--- src/rtl/interp_divider_pkg.sv ---
// Shared widths and the per-stage pipeline record for the SPR interpolation
// divider back-end.
package spr_pkg;

    localparam int DB_W   = 19;
    localparam int IV_W   = 8;
    localparam int PX_W   = 11;
    localparam int Q_W    = 11;
    localparam int PX_MAX = 2047;
    localparam int LAT    = Q_W + 2;

    // Everything one pixel carries while its quotient is being resolved.
    // r is one bit wider than the divisor so the shifted remainder never
    // overflows before the compare.
    typedef struct packed {
        logic [IV_W:0]     r;
        logic [Q_W-1:0]    tail;
        logic [Q_W-1:0]    q;
        logic [IV_W-1:0]   d;
        logic [PX_W-1:0]   lobound;
        logic              act;
        logic              dz;
        logic              ovf;
        logic              hs;
        logic              vs;
    } div_stage_t;

endpackage

--- src/rtl/interp_divider_if.sv ---
// Pixel stream bundle between the interpolator front-end and the divider.
interface interp_divider_if;
    import spr_pkg::*;

    logic              i_hs;
    logic              i_vs;
    logic [IV_W-1:0]   interval;
    logic [DB_W-1:0]   delta_bound;
    logic [PX_W-1:0]   lobound;
    logic [PX_W-1:0]   pixel_out;
    logic              o_valid;
    logic              o_hs;
    logic              o_vs;

    modport master (
        output i_hs, i_vs, interval, delta_bound, lobound,
        input  pixel_out, o_valid, o_hs, o_vs
    );

    modport slave (
        input  i_hs, i_vs, interval, delta_bound, lobound,
        output pixel_out, o_valid, o_hs, o_vs
    );

endinterface

--- src/rtl/interp_divider_div_stage.sv ---
// One registered restoring-division step. STAGE selects which quotient bit
// (MSB first) this instance resolves; all side-band fields ride along.
module div_stage
    import spr_pkg::*;
#(
    parameter int STAGE = 0
) (
    input  logic       clk,
    input  logic       rst_n,
    input  div_stage_t din,
    output div_stage_t dout
);

    localparam int BIT = Q_W - 1 - STAGE;

    logic [IV_W:0] r_shift;
    logic [IV_W:0] d_ext;
    logic          take;
    div_stage_t    nxt;

    // Shift in the next dividend bit and subtract the divisor when it fits
    always_comb begin
        r_shift = {din.r[IV_W-1:0], din.tail[BIT]};
        d_ext   = {1'b0, din.d};
        take    = (r_shift >= d_ext);
        nxt     = din;
        if (take) begin
            nxt.r = r_shift - d_ext;
        end else begin
            nxt.r = r_shift;
        end
        nxt.q[BIT] = take;
    end

    // Stage register, cleared so a reset drops the pixel in flight here
    always_ff @(posedge clk or negedge rst_n) begin
        if (!rst_n) begin
            dout <= '0;
        end else begin
            dout <= nxt;
        end
    end

endmodule

--- src/rtl/interp_divider.sv ---
// SPR interpolation back-end: pixel_out = lobound + floor(delta_bound/interval),
// saturated to PX_W bits. Fully pipelined, one pixel per clock, syncs delayed
// by the same LAT so downstream timing is untouched.
module interp_divider
    import spr_pkg::*;
#(
    parameter int INTERVAL_SKEW = 1
) (
    input  logic             clk,
    input  logic             rst_n,
    interp_divider_if.slave  bus
);

    logic [IV_W-1:0] skew_q [INTERVAL_SKEW];
    logic [IV_W-1:0] d_al;
    logic [IV_W-1:0] db_hi;
    div_stage_t      s0_nxt;
    div_stage_t      stg [Q_W+1];
    div_stage_t      last;
    logic [Q_W-1:0]  q_sel;
    logic [PX_W:0]   sum;
    logic            unused_last;

    // Clamp an (PX_W+1)-bit sum to the largest pixel code.
    function automatic logic [PX_W-1:0] sat_px(input logic [PX_W:0] s);
        return s[PX_W] ? {PX_W{1'b1}} : s[PX_W-1:0];
    endfunction

    // Delay interval so it lines up with the delta_bound it divides
    always_ff @(posedge clk or negedge rst_n) begin
        if (!rst_n) begin
            for (int i = 0; i < INTERVAL_SKEW; i++) begin
                skew_q[i] <= '0;
            end
        end else begin
            skew_q[0] <= bus.interval;
            for (int i = 1; i < INTERVAL_SKEW; i++) begin
                skew_q[i] <= skew_q[i-1];
            end
        end
    end

    assign d_al  = skew_q[INTERVAL_SKEW-1];
    assign db_hi = bus.delta_bound[DB_W-1:Q_W];

    // Stage 0 record: the high dividend bits seed the remainder; if they
    // already reach the divisor the quotient cannot fit in Q_W bits
    always_comb begin
        s0_nxt         = '0;
        s0_nxt.r       = {1'b0, db_hi};
        s0_nxt.tail    = bus.delta_bound[Q_W-1:0];
        s0_nxt.d       = d_al;
        s0_nxt.lobound = bus.lobound;
        s0_nxt.act     = bus.i_hs & bus.i_vs;
        s0_nxt.dz      = (d_al == '0);
        s0_nxt.ovf     = (d_al != '0) && (db_hi >= d_al);
        s0_nxt.hs      = bus.i_hs;
        s0_nxt.vs      = bus.i_vs;
    end

    // Capture register
    always_ff @(posedge clk or negedge rst_n) begin
        if (!rst_n) begin
            stg[0] <= '0;
        end else begin
            stg[0] <= s0_nxt;
        end
    end

    for (genvar g = 0; g < Q_W; g++) begin : g_stage
        div_stage #(.STAGE(g)) u_stage (
            .clk  (clk),
            .rst_n(rst_n),
            .din  (stg[g]),
            .dout (stg[g+1])
        );
    end

    assign last = stg[Q_W];

    // Quotient select: divide-by-zero gives a flat region and wins over overflow
    always_comb begin
        q_sel = last.q;
        if (last.dz) begin
            q_sel = '0;
        end else if (last.ovf) begin
            q_sel = '1;
        end
        sum = {1'b0, last.lobound} + {{(PX_W+1-Q_W){1'b0}}, q_sel};
    end

    // Remainder and divisor are spent once the last bit is resolved
    assign unused_last = ^{last.r, last.tail, last.d};

    // Output register: blanked pixels are forced to zero and marked invalid
    always_ff @(posedge clk or negedge rst_n) begin
        if (!rst_n) begin
            bus.pixel_out <= '0;
            bus.o_valid   <= 1'b0;
            bus.o_hs      <= 1'b0;
            bus.o_vs      <= 1'b0;
        end else begin
            bus.pixel_out <= last.act ? sat_px(sum) : '0;
            bus.o_valid   <= last.act;
            bus.o_hs      <= last.hs;
            bus.o_vs      <= last.vs;
        end
    end

endmodule

--- src/flat_wrapper.sv ---
// flat-port wrapper written by rule: the top's interface ports become plain ports
module interp_divider_flat import spr_pkg::*;
#(
    parameter int INTERVAL_SKEW = 1
)
  (clk, rst_n, bus_i_hs, bus_i_vs, bus_interval, bus_delta_bound, bus_lobound, bus_pixel_out, bus_o_valid, bus_o_hs, bus_o_vs);
  interp_divider_if bus_i ();
  input  logic clk;
  input  logic rst_n;
  input wire logic [$bits(bus_i.i_hs)-1:0] bus_i_hs;
  input wire logic [$bits(bus_i.i_vs)-1:0] bus_i_vs;
  input wire logic [$bits(bus_i.interval)-1:0] bus_interval;
  input wire logic [$bits(bus_i.delta_bound)-1:0] bus_delta_bound;
  input wire logic [$bits(bus_i.lobound)-1:0] bus_lobound;
  output wire logic [$bits(bus_i.pixel_out)-1:0] bus_pixel_out;
  output wire logic [$bits(bus_i.o_valid)-1:0] bus_o_valid;
  output wire logic [$bits(bus_i.o_hs)-1:0] bus_o_hs;
  output wire logic [$bits(bus_i.o_vs)-1:0] bus_o_vs;
  assign bus_i.i_hs = bus_i_hs;
  assign bus_i.i_vs = bus_i_vs;
  assign bus_i.interval = bus_interval;
  assign bus_i.delta_bound = bus_delta_bound;
  assign bus_i.lobound = bus_lobound;
  assign bus_pixel_out = bus_i.pixel_out;
  assign bus_o_valid = bus_i.o_valid;
  assign bus_o_hs = bus_i.o_hs;
  assign bus_o_vs = bus_i.o_vs;
  interp_divider #(.INTERVAL_SKEW(INTERVAL_SKEW)) u_core (.clk(clk), .rst_n(rst_n), .bus(bus_i));
endmodule
--- config.mk ---
export PLATFORM = sky130hd
export DESIGN_NAME = interp_divider_flat
export DESIGN_NICKNAME = d
export VERILOG_FILES = /design/src/rtl/interp_divider_pkg.sv /design/src/rtl/interp_divider_if.sv /design/src/rtl/interp_divider_div_stage.sv /design/src/rtl/interp_divider.sv /design/src/flat_wrapper.sv
export SDC_FILE = /design/constraint.sdc
export NUM_CORES = 1
export LEC_CHECK = 0
export CORE_MARGIN = 5
export CORE_UTILIZATION = 65
export CTS_BUF_LIST = sky130_fd_sc_hd__clkbuf_4 sky130_fd_sc_hd__clkbuf_8 sky130_fd_sc_hd__clkbuf_16
export CTS_CLUSTER_DIAMETER = 150
export CTS_CLUSTER_SIZE = 14
export DETAILED_ROUTE_END_ITERATION = 10
export HOLD_SLACK_MARGIN = 0.12
export PLACE_DENSITY = 0.84
export SYNTH_ARGS = -nofsm -noshare
export SYNTH_HDL_FRONTEND = slang
export SYNTH_SLANG_ARGS = --single-unit
--- constraint.sdc ---
create_clock -name clk -period 5.8 [get_ports clk]
set_clock_uncertainty 0.15 [all_clocks]
set_input_delay 1.16 -clock clk [delete_from_list [all_inputs] [get_ports clk]]
set_output_delay 1.16 -clock clk [all_outputs]
set_load 0.02 [all_outputs]
==> metrics.md <==
| Metric | Value |
|---|---|
| Outcome | `completed` |
| Finished Cell Area | `20900 um2` |
| Detailed placer's ending HPWL | `20.7 mm` |
| Final wirelength | `33.3 mm` |
| Comb pwr share | `0.283` |
| Critical path launch point type | `register` |
| Fin nets | `1562` |
| IO Count | `56` |
| Max Cap Violations | `0` |
| Yosys reg bits | `522` |
| Antenna-violating nets left | `0` |
| Num CTS Buffers | `43` |
| Mapped Area | `18800 um2` |
| CP Capture Type | `register` |
| Final core area utilization | `0.731` |
| Initial antenna violation count | `0` |
| Initial Utilization | `0.655` |
| Die Footprint | `32300 um2` |
| Synth Flop Type | `dfrtp_1` |
| CTS tree | `yes` |
| Critical Path RT | `6.07 ns` |
| Layout cell share with drive strength beyond 1 | `0.0784` |
| Core area | `28600 um2` |
| H-tree depth | `2` |
| Final setup vio count | `0` |
| Syn_area_per_cell | `14.3 um2` |
| Leading cell types in the layout, fill and taps excluded | `dfrtp_1, inv_1, ha_1` |
| Syn Nets | `1469` |
| Vias per std cell | `5.58` |
| DRC | `0` |
| Largest net degree at the start of global routing | `160` |
| Cts hold-fix bufs | `0` |
| Pins Over Slew Limit | `0` |
| Die X | `180 um` |
| Switch share | `0.307` |
| All-layer global routing usage | `0.216` |
| NetSw | `3.03 mW` |
| First-pass GRT wire length | `56.6 mm` |
| Final worst path period share | `0.500` |
| Synth cell types | `68` |
| Post-synthesis cell count | `1309` |
| IO Port Bufs | `55` |
| Fmax | `345 MHz` |
| Final hold violations | `0` |
| Share of synthesized registers carrying an async set or reset | `1.00` |
| Post-synth EDFFs | `0` |
| Most common cell after layout, fill and taps aside | `dfrtp_1` |
| Clock-pin slew on the worst setup and hold paths | `0.07 ns` |
| P_leak | `9.86 nW` |
| Setup Fix Bufs, Post-CTS | `0` |
| Num rows | `62` |
| Final worst slack | `2.90 ns` |
| Number of global-route vias before repair | `11000` |
| Post-cts resize count | `0` |
| Filler instances | `1616` |
| Power consumption | `9.88 mW` |
| Iteration-0 DRC count of the detailed router | `695` |
| Worst Tran Pin Value | `1.01 ns` |
| Worst-Skew Late Latency | `0.54 ns` |
| Seq/Total Area, Yosys | `0.697` |
| Power Density | `472 nW/um2` |
| Total vias in the final route | `9980` |
| Max VDD drop | `300 uV` |
| Layout area overhead | `11.6%` |
| Class of the tightest hold or removal check | `reg -> reg` |
| CP arrival | `3.17 ns` |
| Clock tree sinks | `522` |
| CTS Buffer Depth | `3` |
| Seq pwr share | `0.460` |
| Clock power share | `0.256` |
| Pre-CTS setup slack | `2.73 ns` |
| Post-layout minimum cycle time | `2.90 ns` |
| Slew HR | `0.324` |
| Placed Area | `19800 um2` |
| CTS root buf | `clkbuf_16` |
| GRT Residual Overflow | `0` |
| Critical path class | `reg -> reg` |
| GPL Wtd Cong | `0.892` |
| TNS Setup | `0 ns` |
| Chip Height | `180 um` |
| Post-DR wirelength/cell | `18.7 um` |
| RSZ-0062 raised after global routing | `no` |
| Internal | `6.85 mW` |
| Peak fanout along the critical path | `8` |
| Ant. Diodes | `0` |
| Ys Warns | `0` |
| First-pass iteration count of the detailed router | `5` |
-- power by group through the flow --
stage / Combinational, mW / Sequential, mW / Clock (mW)
2_1_floorplan: 2.07 / 4.48 / 0
3_3_place_gp: 2.50 / 4.54 / 0
3_5_place_dp: 2.65 / 4.59 / 0
4_1_cts: 2.77 / 4.55 / 2.59
5_1_grt: 3.08 / 4.60 / 2.74
6_report: 2.80 / 4.55 / 2.53
-- routing by layer --
| metal | part of all wire | up-vias | track usage |
|---|---|---|---|
| met4 | 0.041 | 0 | 0.0841 |
| met5 | 0 | - | 0 |
| met3 | 0.037 | 91 | 0.0348 |
| met2 | 0.54 | 271 | 0.397 |
| met1 | 0.38 | 5084 | 0.257 |
| li1 | - | 4534 | - |
-- final timing paths --
kind | startpoint | to | slack, ns | cells past startpoint
max | u_core.g_stage[4].u_stage.dout[17] | u_core.g_stage[5].u_stage.dout[50] | 2.90 | 8
min | u_core.stg[645] | u_core.g_stage[0].u_stage.dout[40] | 0.19 | 0
max reg2reg | u_core.g_stage[4].u_stage.dout[17] | u_core.g_stage[5].u_stage.dout[50] | 2.90 | 8
min reg2reg | u_core.stg[645] | u_core.g_stage[0].u_stage.dout[40] | 0.19 | 0
max in group asynchronous | rst_n | u_core.stg[618] | 3.64 | 2
min in group asynchronous | rst_n | u_core.bus.o_vs | 0.54 | 1
-- layout make-up --
| cell class | count | area [um2] | area share |
|---|---|---|---|
| Clock buffer | 45 | 1130 | 0.0538 |
| Inverter | 149 | 559 | 0.0267 |
| Sequential cell | 522 | 13100 | 0.624 |
| Multi-Input combinational cell | 628 | 5070 | 0.242 |
| Timing Repair Buffer | 58 | 616 | 0.0294 |
| Clock inverter | 1 | 11.3 | 0.000538 |
| Tap cell | 384 | 480 | 0.0230 |
-- sequential cells by signal, indices dropped and copies added (netlist names) --
register,flops
u_core.stg,43
u_core.bus.pixel_out,11
u_core.bus.o_valid,1
u_core.g_stage.u_stage.dout,457
u_core.d_al,8
u_core.bus.o_vs,1
u_core.bus.o_hs,1
-- cell usage after synthesis, types with 4 or more instances --
library cell	instances	area share
dfrtp_1	522	0.70
inv_1	149	0.030
ha_1	107	0.071
nor2_1	70	0.014
nand2_1	41	0.0082
o21ai_0	40	0.011
mux2_2	36	0.022
a21o_1	28	0.011
o21a_1	28	0.011
xnor2_1	28	0.013
a21oi_1	27	0.0072
nor2b_1	21	0.0070
mux2i_1	20	0.011
nor3_1	17	0.0045
a211oi_1	13	0.0052
and3_1	13	0.0043
nand3_1	13	0.0035
xor2_1	13	0.0061
fa_1	11	0.012
a21boi_0	7	0.0028
o31ai_1	7	0.0028
a31oi_1	5	0.0017
nand2b_1	5	0.0017
buf_4	4	0.0016
nor4_1	4	0.0013
o21ai_1	4	0.0011
o21ai_2	4	0.0019
o31a_1	4	0.0019
or2_2	4	0.0013
-- critical path, stage by stage, from the launching register on --
cell	delay (ns)
dfrtp_1	0.44
inv_1	0.07
ha_1	0.30
nor2b_1	0.14
o21a_1	0.20
o21a_1	0.22
o31ai_2	0.37
o31a_1	0.45
mux2_2	0.43
-- logic make-up (layout without fill, tap and decap cells) --
| kind of cell | after synthesis | count (layout) | synth area share |
|---|---|---|---|
| DFF | 522 | 522 | 0.697 |
| adders and majority gates | 118 | 118 | 0.0831 |
| muxes | 56 | 56 | 0.0323 |
| buffers and inverters | 159 | 253 | 0.0328 |
| AOI/OAI and AO/OA | 209 | 209 | 0.0833 |
| and+or+nand+nor | 204 | 204 | 0.0527 |
| xor gates and xnor gates | 41 | 41 | 0.0192 |
-- through the flow --
step / hold slack, ns / instances
floorplan: 0.181 / 1309
global placement: 0.181 / 1741
detailed placement: 0.185 / 1741
CTS: 0.196 / 1787
global route: 0.199 / 1787
finish: 0.194 / 1787
Note: power is estimated with default switching activity, not from simulation.
